**config.mk**
```make
export PLATFORM = sky130hd
export DESIGN_NAME = cond_nullify_unit
export DESIGN_NICKNAME = d
export VERILOG_FILES = /design/src/rtl/cond_pkg.sv /design/src/rtl/cond_eval.sv /design/src/rtl/cond_nullify_unit.sv
export SDC_FILE = /design/constraint.sdc
export NUM_CORES = 1
export LEC_CHECK = 0
export BUFFER_PORTS_ARGS = -buffer_cell sky130_fd_sc_hd__buf_2
export CAP_MARGIN = 20
export CORE_ASPECT_RATIO = 1.25
export CORE_UTILIZATION = 48
export CTS_BUF_LIST = sky130_fd_sc_hd__clkbuf_4
export DETAILED_ROUTE_END_ITERATION = 8
export PLACE_DENSITY_LB_ADDON = 0.05
export SLEW_MARGIN = 10
export SYNTH_ARGS = -nofsm -noshare
export SYNTH_HDL_FRONTEND = slang
export SYNTH_HIERARCHICAL = 1
export SYNTH_SLANG_ARGS = --single-unit
```
**constraint.sdc**
```tcl
create_clock -name clk -period 1.34 [get_ports clk]
set_input_delay 0.134 -clock clk [delete_from_list [all_inputs] [get_ports clk]]
set_output_delay 0.134 -clock clk [all_outputs]
set_load 0.03 [all_outputs]
```
**src/rtl/cond_pkg.sv**
```systemverilog
// Shared definitions for the compare-condition logic: the condition codes
// and the nullify FSM state encoding.
package cond_pkg;

  localparam logic [2:0] COND_NEVER = 3'd0;
  localparam logic [2:0] COND_EQ    = 3'd1;
  localparam logic [2:0] COND_LT    = 3'd2;
  localparam logic [2:0] COND_LE    = 3'd3;
  localparam logic [2:0] COND_LTU   = 3'd4;
  localparam logic [2:0] COND_LEU   = 3'd5;
  localparam logic [2:0] COND_SV    = 3'd6;
  localparam logic [2:0] COND_OD    = 3'd7;

  typedef enum logic {
    ST_RUN     = 1'b0,
    ST_NULLIFY = 1'b1
  } state_e;

endpackage

```
**src/rtl/cond_eval.sv**
```systemverilog
// Combinational evaluation of the compare condition from the ALU flags.
// The branch unit also uses this block, so it stays free of state.
module cond_eval
  import cond_pkg::*;
(
  input  logic       i_z,
  input  logic       i_n,
  input  logic       i_c,
  input  logic       i_v,
  input  logic       i_lsb,
  input  logic [2:0] i_cond,
  input  logic       i_cond_neg,
  output logic       o_t
);

  logic w_raw;

  // Select the raw condition; the negate bit turns "never" into "always".
  always_comb begin
    w_raw = 1'b0;
    case (i_cond)
      COND_NEVER: w_raw = 1'b0;
      COND_EQ:    w_raw = i_z;
      COND_LT:    w_raw = i_n ^ i_v;
      COND_LE:    w_raw = (i_n ^ i_v) | i_z;
      COND_LTU:   w_raw = i_c;
      COND_LEU:   w_raw = i_c | i_z;
      COND_SV:    w_raw = i_v;
      COND_OD:    w_raw = i_lsb;
      default:    w_raw = 1'b0;
    endcase
  end

  assign o_t = w_raw ^ i_cond_neg;

endmodule

```
**src/rtl/cond_nullify_unit.sv**
```systemverilog
// Execute-stage back end: registers the ALU result, produces branch-taken and
// nullify decisions, and owns the PSW carry/borrow bit fed back to the ALU.
module cond_nullify_unit
  import cond_pkg::*;
#(
  parameter int   WIDTH    = 32,
  parameter logic CB_RESET = 1'b0
) (
  input  logic             clk,
  input  logic             rst,
  input  logic             valid_in,
  input  logic             stall,
  input  logic [WIDTH-1:0] alu_out,
  input  logic             z_in,
  input  logic             n_in,
  input  logic             c_in,
  input  logic             v_in,
  input  logic [2:0]       cond,
  input  logic             cond_neg,
  input  logic             nullify_en,
  input  logic             branch_en,
  input  logic             carry_we,
  output logic             ci_out,
  output logic [WIDTH-1:0] result_out,
  output logic             result_valid,
  output logic             branch_taken,
  output logic             nullify_next
);

  state_e           r_state;
  state_e           w_state_nxt;
  logic             w_accept;
  logic             w_commit;
  logic             w_t;
  logic [WIDTH-1:0] r_result;
  logic             r_result_valid;
  logic             r_branch_taken;
  logic             r_cb;

  assign w_accept = valid_in & ~stall;

  cond_eval u_cond_eval (
    .i_z        (z_in),
    .i_n        (n_in),
    .i_c        (c_in),
    .i_v        (v_in),
    .i_lsb      (alu_out[0]),
    .i_cond     (cond),
    .i_cond_neg (cond_neg),
    .o_t        (w_t)
  );

  // FSM state register; reset wins even in the middle of a squash.
  always_ff @(posedge clk) begin
    if (rst) r_state <= ST_RUN;
    else     r_state <= w_state_nxt;
  end

  // Next state and commit decision: an accepted instruction in NULLIFY is
  // squashed and consumes the pending nullify; bubbles and stalls keep it.
  always_comb begin
    w_state_nxt = r_state;
    w_commit    = 1'b0;
    if (w_accept) begin
      case (r_state)
        ST_RUN: begin
          w_commit    = 1'b1;
          w_state_nxt = (nullify_en & w_t) ? ST_NULLIFY : ST_RUN;
        end
        ST_NULLIFY: w_state_nxt = ST_RUN;
        default:    w_state_nxt = ST_RUN;
      endcase
    end
  end

  // Result, valid/branch pulses and PSW carry/borrow, all one cycle after accept.
  always_ff @(posedge clk) begin
    if (rst) begin
      r_result       <= '0;
      r_result_valid <= 1'b0;
      r_branch_taken <= 1'b0;
      r_cb           <= CB_RESET;
    end else begin
      r_result_valid <= w_commit;
      r_branch_taken <= w_commit & branch_en & w_t;
      if (w_commit)            r_result <= alu_out;
      if (w_commit & carry_we) r_cb     <= c_in;
    end
  end

  assign ci_out       = r_cb;
  assign result_out   = r_result;
  assign result_valid = r_result_valid;
  assign branch_taken = r_branch_taken;
  assign nullify_next = (r_state == ST_NULLIFY);

endmodule

```
Word-level counts from Yosys, hierarchy flattened
Index checks and enable logic that the tools add are counted.

Logic and storage cells: 29. Bits of input ports: 47. Bits in registers: 36. Output and inout bits: 36.

Reductions and logical operators: 1. Equality and inequality tests: 7. Bitwise logic cells: 11. Multiplexer cells: 5.

Operators by type and width (number): $eq A3 B3 Y1 const B (4); $pmux W1 S8 (1); $eq A3 B2 Y1 const B (2); $and A1 B1 Y1 (5); $eq A3 B1 Y1 const B (1); $logic_not A3 Y1 (1); $mux W1 (3); $not A1 Y1 (2); $or A1 B1 Y1 (2); $pmux W1 S2 (1); $xor A1 B1 Y1 (2).

Logic depth before layout (Yosys ltp)
Gate-level depths: netlist of the first run.

Word-level depth: 7. Mapped depth: 5. Depth with buffers taken out: 5.

Hierarchy
Netlist of the first run, hierarchy kept.

By module, submodules not included: cond_nullify_unit (instances 1, seq. area each 720.7 um^2, area an instance 1770.4 um^2, cells each 154); cond_eval (instances 1, seq. area each 0.0 um^2, area an instance 76.3 um^2, cells each 9).

Worst setup path before layout of the first run
No wires, ideal clock.

Path kind: register -> register. From: reg r_state (netlist: nullify_next). To: reg r_result[0] (netlist: result_out[0]). Cell stages (with the launch flop): 5. Required time: 1.268 ns. Arrival: 1.102 ns. Period minus slack after synthesis: 1.173 ns. Library setup time: 0.072 ns. Buffers on the path: 2. Path slack: 0.167 ns. Path through: dfxtp_1 nor3b_2 buf_6 buf_12 mux2i_1.

Word-level cells in the longest chain between the ends: 2.

Ends and longest elaborated chain: start, declared (RTL line cond_nullify_unit.sv:30) `state_e r_state;`; start signal, assigned (RTL line cond_nullify_unit.sv:56) `else r_state <= w_state_nxt;`; $mux W1 (RTL line cond_nullify_unit.sv:65) `case (r_state)`; $mux W1 (RTL line cond_nullify_unit.sv:64) `if (w_accept) begin`; end signal, assigned (RTL line cond_nullify_unit.sv:86) `if (w_commit) r_result <= alu_out;`; end, declared (RTL line cond_nullify_unit.sv:35) `logic [WIDTH-1:0] r_result;`.

Every way passes these cells. A chain may end at the register's enable or synchronous reset.

Worst setup path in the final report of the first run
From: reg r_state (netlist: nullify_next). To: reg r_result[23] (netlist: result_out[23]).

Same word-level chain as after synthesis.

==> results.cfg, run 1 <==
[run_status]
status = complete, but fails checks
violations = design-rule violations

[cts]
post-cts-setup-buffers = 0
clkSlewWorstSetupHoldPaths_ns = 0.11
h-tree-depth = 2
cts-resized-gates = 0
cts_buffers = 5
max-clock-path-buffers = 2
clock-sinks = 36
insertion_delay_ns = 0.33
cts_hold_buf = 0
cts_tree = yes
cts_root_buf = clkbuf_4

[sta]
final_hold_viol_count = 0
finalClockSkew_ns = 0.00981
setup_ws_ns = 0.147
period_minus_slack_ns = 1.19
max_freq_mhz = 838
finalSetupTns_ns = 0
finalCritPeriodShare_pct = 89.0
relSlewSlack_pct = 77.8
setup_viol = 0
rsz0062_at_grt = no
finalMaxSlewViolations = 0
worst_slew_pin_slew_ns = 0.333

[drt]
wl_per_cell_um = 12.0
dr_total_vias = 1390
drc_errors = 6
drt_iter0_markers = 32
final_antenna_net_count = 0
firstDrtPassIters = 8
routed_via_density = 4.89
wirelength_um = 3420

[die]
num_rows = 24
start_util_pct = 51.7
core-area_um2 = 3570
fp.dieH_um = 71.4
die-area_um2 = 4100
die_x_um = 57.5
num_io_pins = 83

[critical_path]
critPathMaxFanout = 17
cp-end-kind = flop
crit_buf_inv = 1
crit_chain = nor3b_4, buf_12, mux2i_1
max_stage_delay_ns = 0.37
cp_top_family = flip-flops
critPathLaunchType = flop
critPathKind = reg2reg
worst_path_max_delay_cell = dfxtp_1
critPathArrivalTime_ns = 1.45
required_ns = 1.60

[finish]
syn_to_final_growth_pct = 25.5
fillers = 295
fin_cells = 284
fin_util_pct = 64.8
drive_above_1_share_pct = 58.4
antenna_cells = 0
fin_nets = 292

[yosys]
synth.cell_area_um2 = 1850
syn_avg_cell_area_um2 = 11.3
yosys-top-cells-area = dfxtp_1, nand2b_2, mux2i_1
ys_ff_latch = 36
ys_seq_area_share_pct = 39.0
yosys_warnings = 6
yosysTopAreaCell = dfxtp_1
synthesis.nets = 210
synth_cell_types = 23
synth_cells = 163
netlist.area_leader.share_pct = 39.0

[global_routing]
grt_pass1_wl_um = 5780
grt_start_max_net_pins = 26
gr-usage-all-layers_pct = 17.8
grt_overflow = 0
antenna_found_initial = 0
grt_pass1_vias = 1412

[placed_design]
dpl.cell_count = 277
post-place-ws_ns = 0.157
io_buffers = 82
gp_congestion = 0.687
detailed_place_hpwl_um = 2660

[run]
max-cap-violations = 0

[hold_path]
holdCritPathClass = in2reg

[pwr]
p_leak_nw = 1.05
peakVddDrop_mv = 0.678
total_power_mw = 2.19
pwr_density_cell_nw_per_um2 = 945
## through the flow
step	hold slack (ns)	area (µm²)
finish	0.0434	2320
global route	0.0310	2320
CTS	0.0278	2320
detailed placement	0.400	2270
global placement	0.393	2270
floorplan	0.279	1850
## state kept, by name, summed over array words and instances, names as in the netlist
name,count
branch_taken,1
result_out,32
result_valid,1
ci_out,1
nullify_next,1
## worst reg2reg max path: stages (launching register included)
cell and delay [ns]:
dfxtp_1 0.37, nor3b_4 0.32, buf_12 0.21, mux2i_1 0.22
## worst paths after layout
kind                                  endpoint  slack, ns  depth (start not counted)            from
worst min-delay path             result_out[5]       0.04                          3      alu_out[5]
worst max register to register  result_out[23]       0.15                          3    nullify_next
worst max-delay path            result_out[23]       0.15                          3    nullify_next
worst min register to register  result_out[21]       0.47                          2  result_out[21]
## area by class of cell
class	instances	area [µm²]	area share, %
multi-input cells	116	1020	44.0
flip-flops and latches	36	721	31.1
repair buffers	86	478	20.6
well taps	39	48.8	2.11
clock buffers	6	45.0	1.94
clock inverters	1	5.00	0.216
## metal layers
layer  vias to the layer above  routed length, µm  global-route usage, %
met5                         -                  0                      0
met4                         0                 73                   7.59
met3                         7                256                   5.96
met2                        58               1700                   31.9
met1                       622               1390                   18.7
li1                        703                  -                      -
## cells in the final DEF (no fill, tap or decap)
cell	count
nor3b_4	1
or2b_1	1
mux2i_1	35
nand4bb_1	1
clkbuf_4	6
buf_4	1
a21bo_2	1
a211o_1	1
o211ai_1	1
nor2b_1	2
nand2b_1	19
dfxtp_1	36
xor2_1	1
buf_12	3
and4bb_2	1
nand2b_2	47
a31o_1	1
clkinv_2	1
nand4_1	1
buf_2	82
o21a_1	1
and4b_1	1
a221oi_1	1
## cells by family (layout without fill, tap and decap cells)
kind of cell,after synthesis,in the layout,share of synthesized area (%)
AOI/OAI and AO/OA,6,6,2.78
buffers and inverters,11,93,6.10
DFF,36,36,39.0
and+or+nand+nor,74,74,32.7
xor gates and xnor gates,1,1,0.474
muxes,35,35,19.0
## where the power goes
part / internal [mW] / switching (mW)
Combinational: 0.230 / 0.256
Sequential: 1.13 / 0.0333
Clock: 0.213 / 0.333
## Yosys cell counts (all sizes together)
cell type / count
or2b: 1
clkbuf: 4
and4bb: 1
a221oi: 1
nand4: 1
dfxtp: 36
a211o: 1
nor2b: 2
nand2b: 66
o211ai: 1
nand4bb: 1
a31o: 1
nor3b: 1
xor2: 1
mux2i: 35
and4b: 1
buf: 7
a21bo: 1
o21a: 1
(Power assumes the default switching activity.)
==> run 2: changes to the inputs <==
--- a/config.mk
+++ b/config.mk
@@ -11,7 +11,9 @@
 export CORE_UTILIZATION = 48
 export CTS_BUF_LIST = sky130_fd_sc_hd__clkbuf_4
 export DETAILED_ROUTE_END_ITERATION = 8
+export GPL_TIMING_DRIVEN = 0
 export PLACE_DENSITY_LB_ADDON = 0.05
+export SETUP_SLACK_MARGIN = 0.5
 export SLEW_MARGIN = 10
 export SYNTH_ARGS = -nofsm -noshare
 export SYNTH_HDL_FRONTEND = slang
==> run 2 against run 1 <==
  * The run still ends with design-rule violations left
  * Clock skew fell by 0.0018 ns
  * Setup slack better by 0.060 ns
  * Maximum frequency grew 5.3%
  * Clock power fell by 3%
  * Global-route usage increased by 2.5 points
  * Count of clock-buffer cells in the layout is 1 lower
==> results.cfg, run 2 (synthesis gave the netlist of run 1 again) <==
[pwr]
pwr_density_cell_nw_per_um2 = 804
peakVddDrop_mv = 0.645
p_leak_nw = 1.33

[drt]
firstDrtPassIters = 6
dr_total_vias = 1564
drt_iter0_markers = 40
drc_errors = 5
wirelength_um = 4390
final_antenna_net_count = 0
wl_per_cell_um = 13.5
routed_via_density = 4.80

[cts]
insertion_delay_ns = 0.33
cts_buffers = 5
cts_tree = yes
clock-sinks = 36
h-tree-depth = 2
cts_root_buf = clkbuf_4
clkSlewWorstSetupHoldPaths_ns = 0.11
max-clock-path-buffers = 2

[sta]
finalClockSkew_ns = 0.00804
finalSetupTns_ns = 0
setup_viol = 0
relSlewSlack_pct = 76.5
finalCritPeriodShare_pct = 84.6
rsz0062_at_grt = yes
final_hold_viol_count = 0
max_freq_mhz = 883
setup_ws_ns = 0.207
period_minus_slack_ns = 1.13
worst_slew_pin_slew_ns = 0.352
finalMaxSlewViolations = 0

[critical_path]
reg2reg_setup_slack_ns = 0.21
ff2ff_path_depth = 4
critPathLaunchType = flop
critPathArrivalTime_ns = 1.39
critPathMaxFanout = 5
critPathKind = reg2reg
crit_path_start = nullify_next
r2r_start = nullify_next
cp-end-kind = flop
r2r-end = result_out[7]
required_ns = 1.60
endpoint = result_out[7]

[run_status]
status = complete, but fails checks
violations = design-rule violations

[placed_design]
io_buffers = 81
detailed_place_hpwl_um = 2710
post-place-ws_ns = 0.147
gp_congestion = 0.685

[finish]
largest_register_ffs = 32
drive_above_1_share_pct = 77.0
mostFrequentLayoutCells = buf_2, nand2b_2, buf_6
syn_to_final_growth_pct = 60.9
antenna_cells = 0
fin_nets = 334
final_common_cell = buf_2

[die]
fp.dieH_um = 71.4
num_io_pins = 83
die_x_um = 57.5
num_rows = 24
die-area_um2 = 4100
core-area_um2 = 3570
start_util_pct = 51.7

[global_routing]
grt.busiest_layer = met2
grt_start_max_net_pins = 11
grt.met2_usage_pct = 36.6
gr-usage-all-layers_pct = 20.3
grt_pass1_wl_um = 6380
grt_use_met3_pct = 6.68
grt_util_met1_pct = 22.4
antenna_found_initial = 0
grt_overflow = 0
grt_pass1_vias = 1453

[run]
max-cap-violations = 0

[hold_path]
holdCritPathClass = in2reg
-- run 2: cell types whose count changed in the layout (fill, tap and decap cells not counted), sizes merged --
cell    delta
buf       +36
clkbuf     +5
clkinv     +1
-- run 2: how the worst min path moves through the flow --
| stage | from | end | slack (ns) | depth (start not counted) |
|---|---|---|---|---|
| detailed placement | alu_out[5] | result_out[5] | 0.40 | 3 |
| global placement | alu_out[25] | result_out[25] | 0.40 | 3 |
| floorplan | alu_out[11] | result_out[11] | 0.28 | 2 |
| CTS | alu_out[5] | result_out[5] | 0.02 | 3 |
| global route | alu_out[4] | result_out[4] | 0.02 | 3 |
| finish | alu_out[5] | result_out[5] | 0.04 | 3 |
-- run 2: critical path, stage by stage (launching register included) --
cell and delay (ns):
dfxtp_4 0.36, nor3b_4 0.18, buf_6 0.18, clkbuf_16 0.16, mux2i_1 0.18
-- run 2: layer usage --
layer  up-vias  wire, µm
met4         0        50
met3         5       272
met2        54      2370
li1        784         -
met1       721      1700
met5         -         0
-- run 2: final cells by class --
class                           count  area [µm²]
Timing Repair Buffer              117         960
Tap cell                           39        48.8
Buffer                             11         113
Fill cell                         213         602
Clock inverter                      2        7.51
Multi-Input combinational cell    116        1040
Sequential cell                    36         768
Clock buffer                        5        37.5
-- run 2: power by group --
group / switching [mW] / internal [mW] / leakage (nW)
registers: 0.0391 / 1.13 / 0.310
logic: 0.298 / 0.390 / 0.993
clock network: 0.344 / 0.183 / 0.0261
total: 0.681 / 1.71 / 1.33
-- run 2: repair_timing --
item | 4_1_cts | 5_1_grt
resized for setup | 107 | 7
buffers inserted | 22 | 10
pin swaps | 1 | 6
gates cloned | 1 | 3
hold buffers | 0 | 0
setup endpoints to repair | 72 | 72
-- run 2: metrics by stage --
stage | total power, mW | hold WS [ns] | cell area, µm² | util, % | std cells
2_1_floorplan | 1.52 | 0.279 | 1850 | - | 163
3_3_place_gp | 1.68 | 0.395 | 2300 | 64.5 | 283
3_5_place_dp | 1.68 | 0.400 | 2300 | 64.5 | 283
4_1_cts | 2.35 | 0.0197 | 2810 | 78.6 | 313
5_1_grt | 2.49 | 0.0160 | 2970 | 83.2 | 326
6_report | 2.39 | 0.0376 | 2970 | 83.2 | 326
